`src/rtl/cart_mem_seq_if.sv`:
```
// rtl/cart_mem_seq_if.sv - access request/response and external SRAM bus bundle for cart_mem_seq
interface cart_mem_seq_if;
    logic        req;
    logic        we;
    logic [20:0] adr;
    logic        sel_rom;
    logic        sel_ram;
    logic [7:0]  wdata;
    logic [7:0]  rdata;
    logic        done;
    logic        busy;
    logic        overrun;
    logic [21:0] mem_adr;
    logic        mem_ce_n;
    logic        mem_oe_n;
    logic        mem_we_n;
    logic [7:0]  mem_dout;
    logic        mem_dout_en;
    logic [7:0]  mem_din;

    // master: bus front end plus the SRAM device; slave: the sequencer
    modport master (
        output req, we, adr, sel_rom, sel_ram, wdata, mem_din,
        input  rdata, done, busy, overrun,
        input  mem_adr, mem_ce_n, mem_oe_n, mem_we_n, mem_dout, mem_dout_en
    );

    modport slave (
        input  req, we, adr, sel_rom, sel_ram, wdata, mem_din,
        output rdata, done, busy, overrun,
        output mem_adr, mem_ce_n, mem_oe_n, mem_we_n, mem_dout, mem_dout_en
    );
endinterface

```
`src/rtl/cart_mem_seq.sv`:
```
// rtl/cart_mem_seq.sv - MBC-to-async-SRAM access sequencer with wait states
// Optional last-read cache enabled by defining CART_MEM_LAST_READ_EN.
module cart_mem_seq #(
    parameter int unsigned WAIT_CYCLES = 2,
    parameter logic [21:0] RAM_BASE    = 22'h200000
) (
    input logic          clk,
    input logic          reset_n,
    cart_mem_seq_if.slave bus
);

    typedef enum logic [1:0] {
        ST_IDLE,
        ST_SETUP,
        ST_ACCESS,
        ST_HOLD
    } state_t;

    localparam logic [3:0] WAIT_LAST = 4'(WAIT_CYCLES - 1);

    state_t      state_q, state_d;
    logic [3:0]  cnt_q, cnt_d;
    logic        wr_q, wr_d;
    logic [21:0] mem_adr_q, mem_adr_d;
    logic [7:0]  mem_dout_q, mem_dout_d;
    logic [7:0]  rdata_q, rdata_d;
    logic        done_q, done_d;
    logic        busy_q, busy_d;
    logic        overrun_q, overrun_d;
    logic        ce_n_q, ce_n_d;
    logic        oe_n_q, oe_n_d;
    logic        we_n_q, we_n_d;
    logic        dout_en_q, dout_en_d;

    logic        sel_any;
    logic [21:0] map_adr;

`ifdef CART_MEM_LAST_READ_EN
    logic        cache_vld_q, cache_vld_d;
    logic [21:0] cache_adr_q, cache_adr_d;
    logic [7:0]  cache_dat_q, cache_dat_d;
    logic        cache_hit;
`endif

    always_comb begin
        sel_any = bus.sel_rom | bus.sel_ram;
        map_adr = bus.sel_rom ? {1'b0, bus.adr} : RAM_BASE + {7'd0, bus.adr[14:0]};
`ifdef CART_MEM_LAST_READ_EN
        cache_hit = cache_vld_q && (cache_adr_q == map_adr);
`endif
    end

    always_comb begin
        state_d    = state_q;
        cnt_d      = cnt_q;
        wr_d       = wr_q;
        mem_adr_d  = mem_adr_q;
        mem_dout_d = mem_dout_q;
        rdata_d    = rdata_q;
        done_d     = 1'b0;
        overrun_d  = bus.req && (state_q != ST_IDLE);
`ifdef CART_MEM_LAST_READ_EN
        cache_vld_d = cache_vld_q;
        cache_adr_d = cache_adr_q;
        cache_dat_d = cache_dat_q;
`endif
        case (state_q)
            ST_IDLE: begin
                if (bus.req) begin
                    if (!bus.we && !sel_any) begin
                        done_d  = 1'b1;
                        rdata_d = 8'hFF;
                    end else if (bus.we && (bus.sel_rom || !sel_any)) begin
                        // MBC register write or stray write: never reaches SRAM
                        done_d = 1'b1;
`ifdef CART_MEM_LAST_READ_EN
                    end else if (!bus.we && cache_hit) begin
                        done_d  = 1'b1;
                        rdata_d = cache_dat_q;
`endif
                    end else begin
                        state_d   = ST_SETUP;
                        wr_d      = bus.we;
                        mem_adr_d = map_adr;
                        if (bus.we) begin
                            mem_dout_d = bus.wdata;
`ifdef CART_MEM_LAST_READ_EN
                            cache_vld_d = 1'b0;
`endif
                        end
                    end
                end
            end
            ST_SETUP: begin
                state_d = ST_ACCESS;
                cnt_d   = WAIT_LAST;
            end
            ST_ACCESS: begin
                if (cnt_q == 4'd0) begin
                    state_d = ST_HOLD;
                    done_d  = 1'b1;
                    if (!wr_q) begin
                        rdata_d = bus.mem_din;
`ifdef CART_MEM_LAST_READ_EN
                        cache_vld_d = 1'b1;
                        cache_adr_d = mem_adr_q;
                        cache_dat_d = bus.mem_din;
`endif
                    end
                end else begin
                    cnt_d = cnt_q - 4'd1;
                end
            end
            ST_HOLD: begin
                state_d = ST_IDLE;
            end
            default: begin
                state_d = ST_IDLE;
            end
        endcase

        // strobes follow the next state so every mem_* pin leaves a flop
        busy_d    = (state_d != ST_IDLE);
        ce_n_d    = (state_d == ST_IDLE);
        oe_n_d    = !((state_d == ST_ACCESS) && !wr_d);
        we_n_d    = !((state_d == ST_ACCESS) && wr_d);
        dout_en_d = (state_d != ST_IDLE) && wr_d;
    end

    always_ff @(posedge clk or negedge reset_n) begin
        if (!reset_n) begin
            state_q    <= ST_IDLE;
            cnt_q      <= 4'd0;
            wr_q       <= 1'b0;
            mem_adr_q  <= 22'd0;
            mem_dout_q <= 8'd0;
            rdata_q    <= 8'hFF;
            done_q     <= 1'b0;
            busy_q     <= 1'b0;
            overrun_q  <= 1'b0;
            ce_n_q     <= 1'b1;
            oe_n_q     <= 1'b1;
            we_n_q     <= 1'b1;
            dout_en_q  <= 1'b0;
        end else begin
            state_q    <= state_d;
            cnt_q      <= cnt_d;
            wr_q       <= wr_d;
            mem_adr_q  <= mem_adr_d;
            mem_dout_q <= mem_dout_d;
            rdata_q    <= rdata_d;
            done_q     <= done_d;
            busy_q     <= busy_d;
            overrun_q  <= overrun_d;
            ce_n_q     <= ce_n_d;
            oe_n_q     <= oe_n_d;
            we_n_q     <= we_n_d;
            dout_en_q  <= dout_en_d;
        end
    end

`ifdef CART_MEM_LAST_READ_EN
    always_ff @(posedge clk or negedge reset_n) begin
        if (!reset_n) begin
            cache_vld_q <= 1'b0;
            cache_adr_q <= 22'd0;
            cache_dat_q <= 8'd0;
        end else begin
            cache_vld_q <= cache_vld_d;
            cache_adr_q <= cache_adr_d;
            cache_dat_q <= cache_dat_d;
        end
    end
`endif

    assign bus.rdata       = rdata_q;
    assign bus.done        = done_q;
    assign bus.busy        = busy_q;
    assign bus.overrun     = overrun_q;
    assign bus.mem_adr     = mem_adr_q;
    assign bus.mem_ce_n    = ce_n_q;
    assign bus.mem_oe_n    = oe_n_q;
    assign bus.mem_we_n    = we_n_q;
    assign bus.mem_dout    = mem_dout_q;
    assign bus.mem_dout_en = dout_en_q;

endmodule

```
`src/flat_wrapper.sv`:
```
// flat-port wrapper written by rule: the top's interface ports become plain ports
module cart_mem_seq_flat 
#(
    parameter int unsigned WAIT_CYCLES = 2,
    parameter logic [21:0] RAM_BASE    = 22'h200000
)
  (clk, reset_n, bus_req, bus_we, bus_adr, bus_sel_rom, bus_sel_ram, bus_wdata, bus_mem_din, bus_rdata, bus_done, bus_busy, bus_overrun, bus_mem_adr, bus_mem_ce_n, bus_mem_oe_n, bus_mem_we_n, bus_mem_dout, bus_mem_dout_en);
  cart_mem_seq_if bus_i ();
  input logic clk;
  input logic reset_n;
  input wire logic [$bits(bus_i.req)-1:0] bus_req;
  input wire logic [$bits(bus_i.we)-1:0] bus_we;
  input wire logic [$bits(bus_i.adr)-1:0] bus_adr;
  input wire logic [$bits(bus_i.sel_rom)-1:0] bus_sel_rom;
  input wire logic [$bits(bus_i.sel_ram)-1:0] bus_sel_ram;
  input wire logic [$bits(bus_i.wdata)-1:0] bus_wdata;
  input wire logic [$bits(bus_i.mem_din)-1:0] bus_mem_din;
  output wire logic [$bits(bus_i.rdata)-1:0] bus_rdata;
  output wire logic [$bits(bus_i.done)-1:0] bus_done;
  output wire logic [$bits(bus_i.busy)-1:0] bus_busy;
  output wire logic [$bits(bus_i.overrun)-1:0] bus_overrun;
  output wire logic [$bits(bus_i.mem_adr)-1:0] bus_mem_adr;
  output wire logic [$bits(bus_i.mem_ce_n)-1:0] bus_mem_ce_n;
  output wire logic [$bits(bus_i.mem_oe_n)-1:0] bus_mem_oe_n;
  output wire logic [$bits(bus_i.mem_we_n)-1:0] bus_mem_we_n;
  output wire logic [$bits(bus_i.mem_dout)-1:0] bus_mem_dout;
  output wire logic [$bits(bus_i.mem_dout_en)-1:0] bus_mem_dout_en;
  assign bus_i.req = bus_req;
  assign bus_i.we = bus_we;
  assign bus_i.adr = bus_adr;
  assign bus_i.sel_rom = bus_sel_rom;
  assign bus_i.sel_ram = bus_sel_ram;
  assign bus_i.wdata = bus_wdata;
  assign bus_i.mem_din = bus_mem_din;
  assign bus_rdata = bus_i.rdata;
  assign bus_done = bus_i.done;
  assign bus_busy = bus_i.busy;
  assign bus_overrun = bus_i.overrun;
  assign bus_mem_adr = bus_i.mem_adr;
  assign bus_mem_ce_n = bus_i.mem_ce_n;
  assign bus_mem_oe_n = bus_i.mem_oe_n;
  assign bus_mem_we_n = bus_i.mem_we_n;
  assign bus_mem_dout = bus_i.mem_dout;
  assign bus_mem_dout_en = bus_i.mem_dout_en;
  cart_mem_seq #(.WAIT_CYCLES(WAIT_CYCLES), .RAM_BASE(RAM_BASE)) u_core (.clk(clk), .reset_n(reset_n), .bus(bus_i));
endmodule
```
`config.mk`:
```
export PLATFORM = sky130hd
export DESIGN_NAME = cart_mem_seq_flat
export DESIGN_NICKNAME = d
export VERILOG_FILES = /design/src/rtl/cart_mem_seq_if.sv /design/src/rtl/cart_mem_seq.sv /design/src/flat_wrapper.sv
export SDC_FILE = /design/constraint.sdc
export NUM_CORES = 1
export LEC_CHECK = 0
export CAP_MARGIN = 0
export CORE_MARGIN = 1
export CORE_UTILIZATION = 45
export CTS_BUF_LIST = sky130_fd_sc_hd__clkbuf_4
export CTS_CLUSTER_SIZE = 12
export DETAILED_ROUTE_END_ITERATION = 16
export PLACE_DENSITY_LB_ADDON = 0.2
export SETUP_SLACK_MARGIN = 0.3
export SLEW_MARGIN = 5
export SYNTH_ARGS = -nofsm -noshare
export SYNTH_HDL_FRONTEND = slang
export SYNTH_SLANG_ARGS = --single-unit
```
`constraint.sdc`:
```
create_clock -name clk -period 2.55 [get_ports clk]
set_input_delay 0.3825 -clock clk [delete_from_list [all_inputs] [get_ports clk]]
set_output_delay 0.3825 -clock clk [all_outputs]
set_load 0.05 [all_outputs]
```
==> results of run 1 <==
==> power groups by stage <==
stage / sequential [mW] / combinational, mW / clock (mW)
after global placement: 1.44 / 2.73 / 0
after CTS: 1.43 / 2.76 / 0.474
final: 1.43 / 2.74 / 0.457
after detailed placement: 1.44 / 2.76 / 0
after global routing: 1.47 / 2.90 / 0.502
after floorplan: 2.56 / 0.766 / 0
==> area by class of cell <==
class / count / area (µm²) / area share
Tap cell: 67 / 83.8 / 0.0258
Timing Repair Buffer: 90 / 901 / 0.278
Clock inverter: 2 / 35.0 / 0.0108
Multi-Input combinational cell: 103 / 840 / 0.259
Clock buffer: 6 / 45.0 / 0.0139
Inverter: 7 / 26.3 / 0.00810
Sequential cell: 52 / 1320 / 0.405
==> sequential cells by signal, indices dropped and copies added (netlist names) <==
name / flops
u_core.bus.mem_dout_en: 1
u_core.bus.mem_ce_n: 1
u_core.cnt_q: 4
u_core.bus.mem_oe_n: 1
u_core.bus.rdata: 8
u_core.bus.busy: 1
u_core.bus.mem_adr: 22
u_core.bus.mem_we_n: 1
u_core.wr_q: 1
u_core.bus.mem_dout: 8
u_core.bus.done: 1
u_core.state_q: 2
u_core.bus.overrun: 1
==> cell families after synthesis <==
kind of cell,Yosys count
AO/OA/AOI/OAI,28
multiplexers,33
adder cells (fa/ha/maj),6
flip-flops,52
AND/OR/NAND/NOR,36
buffers and inverters,11
==> through the flow <==
stage	utilization	instance area (µm²)	hold slack [ns]
6_report	0.687	3250	0.00776
5_1_grt	0.687	3250	0.0284
4_1_cts	0.687	3250	0.0101
3_5_place_dp	0.670	3170	0.420
3_3_place_gp	0.670	3170	0.411
2_1_floorplan	-	2210	0.0869
==> cell usage after synthesis, types with 3 or more instances <==
| cell | n | area, µm² |
|---|---|---|
| a21o_1 | 3 | 22.5 |
| a22o_1 | 6 | 52.6 |
| dfrtp_1 | 41 | 1030 |
| dfstp_2 | 11 | 289 |
| ha_1 | 6 | 75.1 |
| inv_1 | 7 | 26.3 |
| mux2_1 | 10 | 113 |
| mux2_2 | 22 | 248 |
| nand2_1 | 10 | 37.5 |
| nand2b_1 | 10 | 62.6 |
| nand3_1 | 3 | 15.0 |
| nor2_1 | 6 | 22.5 |
| o21ai_0 | 9 | 45.0 |
==> final timing paths <==
kind | from | to | slack, ns
max in group asynchronous | reset_n | u_core.bus.rdata[4]$_DFFE_PN1P_ | 1.93
max reg2reg | u_core.cnt_q[0]$_DFFE_PN0P_ | u_core.bus.rdata[4]$_DFFE_PN1P_ | 0.52
min reg2reg | u_core.bus.mem_adr[12]$_DFFE_PN0P_ | u_core.bus.mem_adr[12]$_DFFE_PN0P_ | 0.50
min | reset_n | u_core.bus.mem_adr[21]$_DFFE_PN0P_ | 0.008
max | u_core.bus.rdata[0]$_DFFE_PN1P_ | bus_rdata[0] | 0.47
min in group clk | u_core.bus.mem_adr[12]$_DFFE_PN0P_ | u_core.bus.mem_adr[12]$_DFFE_PN0P_ | 0.50
==> metal layers <==
metal / track usage / vias to the layer above / routed length, µm
li1: - / 770 / -
met1: 0.267 / 770 / 2180
met2: 0.277 / 61 / 1950
met3: 0.0347 / 5 / 265
met4: 0.0654 / 0 / 58
met5: 0 / - / 0
==> key figures, run 1 <==
Outcome
  – Status: finished clean

Clock tree
  – Clk_lat worst skew: between 0.3 and 0.4 ns
  – Worst-path clk slew: 0.14 ns
  – # Post-CTS Setup Buffers: 0
  – CTS Buf Count: 5
  – Clock root cell: clkbuf_4
  – CTS Hold Bufs: 0
  – CTS tree: yes
  – CTS Buffer Depth: 2
  – CTS H-Tree Depth: 2
  – CTS Sinks: 52
  – Post-CTS resize count: 0

Pwr
  – Switch share: 0.464
  – Sequential power share: 0.308
  – VDD IR max: 0.756 mV
  – Comb power frac: 0.593
  – Pwr Density: 1420 mW/mm²
  – Int Pwr: 2.48 mW
  – Pwr Total: 4.62 mW
  – Clock power share: 0.099
  – Leak pwr: 1.37 nW
  – Sw power: 2.15 mW

Synth
  – Synth Area in Adders: 0.0340
  – Largest family of logic cells by synthesized area: multiplexers
  – Synthesized instance count: 166
  – Yosys reg bits: 52
  – Top FF cell, synth: dfrtp_1
  – Compound-Gate Fraction of Synth Area: 0.0912
  – Post-synthesis cell area: 0.00221 mm²
  – Post-synthesis mux area share: 0.168
  – Simple-gate share of the synthesized area: 0.0873
  – Synth unique cells: 33
  – Ys async rst share: 1.00
  – Post-synthesis xor/xnor area fraction: 0
  – Syn nets: 215
  – Avg Inst Size Synth: about 13 µm²
  – Post-synth EDFFs: 0
  – Synth Warn #: 0
  – Seq/Total Area, Yosys: 0.595

Placement
  – Port buffer count: between 80 and 90
  – Placed insts: 319
  – Placer Congestion: 0.802
  – HPWL Detailed: approximately 3.4 mm
  – Place WS: 0.274 ns

Final layout
  – Antenna fix cells: 0
  – Non-filler cells in the finished layout: 327
  – Most common cell after layout, fill and taps aside: clkdlybuf4s50_1
  – Filler cells: 346
  – Layout cells sized above 1: 0.185
  – Final #Nets: 308
  – Commonest non-fill, non-tap cells in the layout: clkdlybuf4s50_1 (86), dfrtp_1 (41), mux2_2 (22)
  – P&R area growth vs syn: 47.0%

STA
  – Setup tns final: 0 ns
  – Relative slew slack: 0.613
  – Worst Tran Pin Value: 0.581 ns
  – Slew Limit Fails: 0
  – RSZ-0062 raised after global routing: false
  – F_max: 480 MHz
  – Final hold vios: 0
  – Final Setup Violations: 0
  – Final worst setup slack: 0.467 ns
  – Final Cycle Share: 0.817
  – Clock Skew: roughly 0.0093 ns
  – Post-layout minimum cycle time: 2.08 ns

Detailed routing
  – Avg WL per Cell: 13.6 µm
  – Iter 0 DRT Violations: about 50
  – Vias post-DR: about 1600
  – Residual DRC: 0
  – DRT Pass-1 Iters: 6
  – Via density: 4.91
  – Final ANT Viol Nets: 0
  – Drt total wl: 4.45 mm

Global routing
  – Largest net degree at the start of global routing: 29
  – Vias in the first global route: approximately 1500
  – First-pass GRT wire length: 7.20 mm
  – Initial antenna violation count: 0
  – Total GRT Usage: 0.183
  – GRT overflow: 0

Floorplan
  – Die height: 72.1 µm
  – Die ar.: 0.00519 mm²
  – Num ports: 88
  – # rows: 25
  – Initial Util: 0.468
  – Core ar.: 0.00472 mm²
  – Die width: 72.1 µm

Worst setup path
  – R2r worst-path depth: 6
  – Crit path depth: 1
  – Critical Path End Type: output port
  – CP arrival: 1.70 ns
  – Critical Path Source Type: flip-flop
  – CP Buf/Inv Count: 1
  – Delay-heaviest family, CP: buffers and inverters
  – Crit-path max FO: 2
  – Max stage delay on crit path: 0.80 ns
  – Crit path max-delay cell type: clkdlybuf4s50_1
  – WP data required: 2.17 ns
  – Worst setup path class: reg -> out
  – CP Cell Sequence: clkdlybuf4s50_1

Min path
  – Worst Hold Class: in -> async

Run
  – Max Cap Viol: 0
(Power assumes the default switching activity.)
==> run 2: changes to the inputs <==
Clock period 2.55 ns to 2.1 ns, I/O delays scaled along.
==> key figures, run 2 (same netlist as run 1, synthesis figures left out) <==
Detailed routing
  – Via density: between 4 and 5
  – Vias post-DR: 1680
  – Final ANT Viol Nets: 0
  – Drt total wl: between 4 and 5 mm
  – Residual DRC: 0
  – Iter 0 DRT Violations: 37
  – DRT Pass-1 Iters: 4
  – Avg WL per Cell: 14.4 µm

Pwr
  – VDD IR max: 1.09 mV
  – Leak pwr: around 1.5 nW
  – Pwr Density: 1690 mW/mm²

STA
  – WHS: 0.482 ns
  – Clock Skew: 0.00711 ns
  – Worst Tran Pin Value: 0.615 ns
  – Final Cycle Share: 0.879
  – Setup tns final: 0 ns
  – Final hold vios: 0
  – Final Setup Violations: 0
  – F_max: 542 MHz
  – Post-layout minimum cycle time: 1.85 ns
  – RSZ-0062 raised after global routing: true
  – Relative slew slack: 0.590
  – Final worst setup slack: between 0.2 and 0.3 ns
  – Slew Limit Fails: 0

Worst setup path
  – Crit-path max FO: 8
  – Critical Path End Type: flip-flop
  – Reg-to-reg slack, setup: 0.25 ns
  – Worst setup path class: reg -> reg
  – CP Cell Sequence: inv_2, ha_4, or3b_4, o21ai_2, o211a_1, buf_12, mux2_4
  – Critical Path Source Type: flip-flop
  – Delay-heaviest family, CP: flip-flops
  – CP arrival: 2.15 ns
  – WP data required: 2.41 ns
  – Max stage delay on crit path: 0.42 ns
  – CP Buf/Inv Count: 2
  – Crit path max-delay cell type: dfrtp_1

Final layout
  – Layout cells sized above 1: 0.240
  – Multi-input logic area: around 900 µm²
  – Register Area: between 0.001 and 0.0015 mm²
  – Filler cells: 341
  – P&R area growth vs syn: 52.6%
  – Max reg flops: 22
  – Final #Nets: approximately 320
  – Final Cell Area: 0.00337 mm²
  – Commonest non-fill, non-tap cells in the layout: clkdlybuf4s50_1 (41), dfrtp_1 (41), dlygate4sd2_1 (40)
  – Non-filler cells in the finished layout: about 340
  – Antenna fix cells: 0

Outcome
  – Status: finished clean

Global routing
  – Vias in the first global route: 1573
  – Total GRT Usage: 0.191
  – Largest net degree at the start of global routing: 28
  – Initial antenna violation count: 0
  – First-pass GRT wire length: 7.47 mm
  – GRT overflow: 0

Clock tree
  – Worst-path clk slew: 0.14 ns
  – CTS Sinks: 52
  – CTS Buffer Depth: 2
  – CTS Buf Count: 5
  – Clk_lat worst skew: 0.37 ns
  – Clock root cell: clkbuf_4
  – CTS H-Tree Depth: 2
  – CTS tree: yes

Floorplan
  – Die height: slightly above 70 µm
  – Initial Util: 0.468
  – Die width: 72.1 µm
  – Die ar.: 0.00519 mm²
  – Core ar.: 0.00472 mm²
  – # rows: 25
  – Num ports: 88

Placement
  – Place WS: 0.0548 ns
  – Placer Congestion: 0.810
  – Placed insts: 321
  – Port buffer count: 87
  – HPWL Detailed: 3.49 mm
  – DP Area: 0.00321 mm²

Min path
  – Worst Hold Class: in -> async

Run
  – Max Cap Viol: 0
==> run 2: changes by cell type in the layout (fill, tap and decap cells not counted), moves of 5 or more <==
cell / delta
mux2_4: +8
buf_4: +8
dlygate4sd2_1: +40
mux2_2: -8
clkdlybuf4s50_1: -45
clkdlybuf4s15_1: +5
==> run 2: path summary, 6_finish.rpt <==
| path | start | endpoint | cells after the start |
|---|---|---|---|
| setup / recovery | u_core.cnt_q[0]$_DFFE_PN0P_ | u_core.bus.rdata[0]$_DFFE_PN1P_ | 7 |
| max in group asynchronous | reset_n | u_core.bus.rdata[3]$_DFFE_PN1P_ | 3 |
| min in group clk | u_core.bus.mem_adr[10]$_DFFE_PN0P_ | u_core.bus.mem_adr[10]$_DFFE_PN0P_ | 1 |
| hold / removal | reset_n | u_core.cnt_q[0]$_DFFE_PN0P_ | 2 |
| setup reg to reg | u_core.cnt_q[0]$_DFFE_PN0P_ | u_core.bus.rdata[0]$_DFFE_PN1P_ | 7 |
| hold reg to reg | u_core.bus.mem_adr[10]$_DFFE_PN0P_ | u_core.bus.mem_adr[10]$_DFFE_PN0P_ | 1 |
==> run 2: where the power goes <==
group | leakage (nW) | switching (mW) | internal [mW]
clock | 0.0456 | 0.304 | 0.263
combinational | 0.877 | 2.19 | 1.22
sequential | 0.615 | 0.223 | 1.50
total | 1.54 | 2.72 | 2.99
==> run 2: cell type report <==
cell class,count,area share
Tap cell,67,0.0249
Inverter,7,0.00780
Timing Repair Buffer,101,0.285
Clock inverter,2,0.0104
Sequential cell,52,0.390
Multi-Input combinational cell,103,0.268
Clock buffer,6,0.0134
==> run 2: layer usage <==
metal | up-vias | track usage | routed length, µm
li1 | 790 | - | -
met1 | 819 | 0.257 | 2300
met3 | 7 | 0.0444 | 300
met5 | - | 0 | 0
met4 | 0 | 0.0763 | 61
met2 | 64 | 0.302 | 2200
==> run 2: stage by stage <==
step,power (mW),util
6_report,5.70,0.714
5_1_grt,6.00,0.714
4_1_cts,5.64,0.704
3_5_place_dp,5.19,0.679
3_3_place_gp,5.13,0.679
2_1_floorplan,4.04,-
==> run 2: what timing repair did <==
| action | 4_1_cts | 5_1_grt |
|---|---|---|
| pin swaps | 2 | 2 |
| endpoints found under the hold margin | 19 | 0 |
| endpoints found under the setup margin | 76 | 30 |
| gates resized for setup | 59 | 8 |
| setup buffers | 5 | 3 |
| hold buffers | 1 | 0 |
==> run 3: changes to the inputs <==
Settings changed: PLACE_DENSITY from default to 0.94, PLACE_DENSITY_LB_ADDON 0.2 to default.
==> key figures, run 3 (same netlist as run 1, synthesis figures left out) <==
Outcome
  – Status: finished clean

Floorplan
  – Core ar.: 0.00472 mm²
  – Num ports: about 90
  – Initial Util: 0.468
  – Die height: approximately 72 µm
  – Die width: ~72 µm
  – Die ar.: 0.00519 mm²
  – # rows: 25

Clock tree
  – Clock root cell: clkbuf_4
  – CTS Hold Bufs: 0
  – Worst-path clk slew: 0.15 ns
  – CTS Buffer Depth: 2
  – CTS tree: yes
  – CTS Sinks: 52
  – Clk_lat worst skew: 0.36 ns
  – CTS H-Tree Depth: 2
  – CTS Buf Count: 5

STA
  – Slew Limit Fails: 0
  – Clock Skew: roughly 0.009 ns
  – Final Cycle Share: 0.871
  – Final Setup Violations: 0
  – WHS: 0.0424 ns
  – F_max: between 500 and 600 MHz
  – Final hold vios: 0
  – Worst Tran Pin Value: 0.649 ns
  – Post-layout minimum cycle time: 1.83 ns
  – RSZ-0062 raised after global routing: true
  – Relative slew slack: 0.567
  – Final worst setup slack: 0.271 ns

Worst setup path
  – Reg-to-reg startpoint: u_core.cnt_q[0]$_DFFE_PN0P_
  – Critical Path Source Type: flip-flop
  – Max stage delay on crit path: 0.43 ns
  – Delay-heaviest family, CP: flip-flops
  – Reg-to-reg slack, setup: 0.27 ns
  – Crit-path max FO: 8
  – R2r worst-path depth: 6
  – CP arrival: 2.13 ns
  – WP data required: 2.40 ns
  – Crit path max-delay cell type: dfrtp_1
  – CP Buf/Inv Count: 1
  – Critical Path End Type: flip-flop
  – FF-to-FF End: u_core.bus.rdata[1]$_DFFE_PN1P_
  – Worst setup path class: reg -> reg
  – CP Cell Sequence: inv_2, ha_4, or3b_4, o21ai_2, o211a_4, mux2_4

Detailed routing
  – Drt total wl: 4.92 mm
  – Avg WL per Cell: 14.6 µm
  – Residual DRC: 0
  – Final ANT Viol Nets: 0
  – Vias post-DR: 1689
  – Iter 0 DRT Violations: 49
  – DRT Pass-1 Iters: 4
  – Via density: 5.01

Final layout
  – P&R area growth vs syn: 51.6%
  – Commonest non-fill, non-tap cells in the layout: clkdlybuf4s50_1 (41), dfrtp_1 (41), dlygate4sd2_1 (39)
  – Layout cells sized above 1: 0.248
  – Antenna fix cells: 0
  – Final #Nets: 318
  – Filler cells: approximately 350
  – Max reg flops: 22

Global routing
  – Total GRT Usage: 0.192
  – GRT overflow: 0
  – Initial antenna violation count: 0
  – Largest net degree at the start of global routing: 53
  – First-pass GRT wire length: 7.59 mm
  – Vias in the first global route: between 1500 and 2000

Run
  – Max Cap Viol: 0

Placement
  – HPWL Detailed: 3.33 mm
  – Port buffer count: 87
  – Placer Congestion: 0.818
  – Place WS: -0.0634 ns

Pwr
  – Switch share: 0.485
  – Clock power share: 0.102
  – Sw power: 2.76 mW
  – VDD IR max: a little under 1 mV
  – Sequential power share: 0.305
  – Leak pwr: 1.52 nW
  – Pwr Total: 5.70 mW
  – Pwr Density: approximately 1700 mW/mm²
  – Int Pwr: 2.93 mW
  – Comb power frac: 0.592

Min path
  – Worst Hold Class: in -> async
## run 3: cell count changes in the layout (fill, tap and decap cells not counted), sizes merged
cell / before / now
clkbuf: 6 / 5
inv: 7 / 8
dlygate4sd3: 1 / 0
dlygate4sd2: 40 / 39
clkdlybuf4s15: 5 / 6
## run 3: stage by stage
stage	TNS (ns)	area [µm²]	instances	utilization
2_1_floorplan	0	2210	166	-
3_3_place_gp	-0.306	3180	321	0.673
3_5_place_dp	-0.488	3180	321	0.673
4_1_cts	0	3320	335	0.702
5_1_grt	0	3350	337	0.709
6_report	0	3350	337	0.709
## run 3: layout make-up
class,count,area (µm²),area share
Tap cell,67,83.8,0.0250
Sequential cell,52,1320,0.393
Inverter,7,26.3,0.00785
Multi-Input combinational cell,103,911,0.272
Clock inverter,3,46.3,0.0138
Clock buffer,5,37.5,0.0112
Timing Repair Buffer,100,927,0.277
## run 3: per-layer routing
layer,global-route usage,routed length (µm)
met5,0,0
met3,0.0389,260
met1,0.247,2140
met4,0.0588,40
met2,0.330,2470
## run 3: timing repair
item / 4_1_cts / 5_1_grt
endpoints found under the setup margin: 76 / 30
pin swaps: 1 / 1
resized for setup: 61 / 10
setup buffers: 6 / 2
## run 3: how the worst max path moves through the flow
stage,startpoint,to,slack [ns],depth (start not counted)
finish,u_core.cnt_q[0]$_DFFE_PN0P_,u_core.bus.rdata[1]$_DFFE_PN1P_,0.27,6
floorplan,u_core.cnt_q[0]$_DFFE_PN0P_,u_core.bus.rdata[0]$_DFFE_PN1P_,0.32,7
CTS,u_core.cnt_q[0]$_DFFE_PN0P_,u_core.bus.rdata[0]$_DFFE_PN1P_,0.28,6
global route,u_core.cnt_q[1]$_DFFE_PN0P_,u_core.bus.rdata[1]$_DFFE_PN1P_,0.20,6
global placement,bus_req,u_core.bus.rdata[6]$_DFFE_PN1P_,-0.04,5
detailed placement,bus_req,u_core.bus.rdata[0]$_DFFE_PN1P_,-0.06,5
## run 3: worst reg2reg max path: stages (launching register included)
cell     delay, ns
dfrtp_1       0.43
inv_2         0.09
ha_4          0.13
or3b_4        0.38
o21ai_2       0.14
o211a_4       0.29
mux2_4        0.33
## run 3: power by group through the flow
stage | clock, mW | sequential, mW | combinational (mW)
5_1_grt | 0.634 | 1.80 | 3.56
3_5_place_dp | 0 | 1.76 | 3.36
6_report | 0.582 | 1.74 | 3.37
4_1_cts | 0.601 | 1.73 | 3.32
3_3_place_gp | 0 | 1.75 | 3.29
2_1_floorplan | 0 | 3.11 | 0.930
==> variant (settings of run 1) <==
Encoding of `state_t`: now Gray code (2 bits for 4 states).
--- a/src/rtl/cart_mem_seq.sv
+++ b/src/rtl/cart_mem_seq.sv
@@ -12,6 +12,6 @@
     typedef enum logic [1:0] {
-        ST_IDLE,
-        ST_SETUP,
-        ST_ACCESS,
-        ST_HOLD
+        ST_IDLE   = 2'b00,
+        ST_SETUP  = 2'b01,
+        ST_ACCESS = 2'b11,
+        ST_HOLD   = 2'b10
     } state_t;
Check against the original RTL: no difference found for any inputs over 10 cycles, from zero or initial values and one cycle with reset_n low; not proved beyond that.
==> variant against run 1 <==
Routed wire length is 7.0% higher; area after synthesis is 1.4% lower; sequential power hardly changed; setup slack worse by 0.039 ns; critical path depth stayed put; synthesized cell count is 1.8% lower; register-to-register slack better by 0.03 ns; total power is 1.6% lower; sequential cell count stayed put; cell area is 2.1% lower; clock skew is 0.0020 ns higher; largest power group unchanged.
==> variant: results (changes against run 1) <==
placed_design:
  dp_hpwl_um: 3560  # +6.2%
  gp_congestion: 0.740  # -7.8%
  dpl-instance-area_um2: 3100  # -2.0%
grt:
  grtUsageMet2_pct: 31.1  # +3.4 points
  grt_util_met1_pct: 26.3  # -0.38 points
  grt_usage_pct: 19.6  # +1.3 points
  met3_usage_pct: 5.34  # +1.9 points
  grt_pass1_wl_um: 7660  # +6.3%
power_and_ir_drop:
  ir_drop_v: 0.000670  # -11%
critical_path:
  r2r_end: "u_core.bus.mem_dout_en$_DFF_PN0_"
  critPathLaunch: "u_core.bus.rdata[2]$_DFFE_PN1P_"
  rr_worst_depth: 5  # -1
  r2r_start: "u_core.state_q[0]$_DFF_PN0_"
  arrival_ns: 1.74  # +0.04 ns
synth:
  ys_top_cells_by_area: "dfrtp_1 47%, dfstp_2 13%, mux2_2 7.2%, mux2_1 5.2%, o22a_1 3.2%"
  synth-compound-area-share_pct: 10.3  # +1.2 points
  syn_avg_cell_area_um2: 13.4  # +0.40%
  ys_top_cells_by_count: "41 x dfrtp_1, 14 x mux2_2, 11 x dfstp_2, 10 x mux2_1, 10 x nand2_1"
drt:
  avgRoutedWirePerCell_um: 15.4  # +13%
  vias: 1616  # +0.62%
  dr.first_iter.drc_count: 75  # +47%
  first_pass_iters: 4  # -2
final_layout:
  instances_no_fill: 309  # -5.5%
  drive_gt1_share_pct: 16.3  # -2.1 points
status:
  status: "finished clean"
## variant: where the power goes
part	switching (W)	internal, W	total, W	leakage (nW)
registers	0.000194	0.00124	0.00143	0.616
logic	0.00169	0.000973	0.00266	0.671
clock network	0.000256	0.000201	0.000457	0.0403
total	0.00214	0.00241	0.00455	1.33
## variant: cell type report
| cell class | count | area [um2] |
|---|---|---|
| fillers | 331 | 1330 |
| flip-flops and latches | 52 | 1320 |
| repair buffers | 89 | 881 |
| multi-input cells | 100 | 811 |
| well taps | 52 | 65.1 |
| clock buffers | 5 | 37.5 |
| clock inverters | 3 | 37.5 |
| inverters | 8 | 30.0 |
## variant: metal layers
| layer | wire length [um] | vias up |
|---|---|---|
| li1 | - | 763 |
| met1 | 2160 | 790 |
| met2 | 2230 | 56 |
| met3 | 320 | 7 |
| met4 | 53 | 0 |
| met5 | 0 | - |
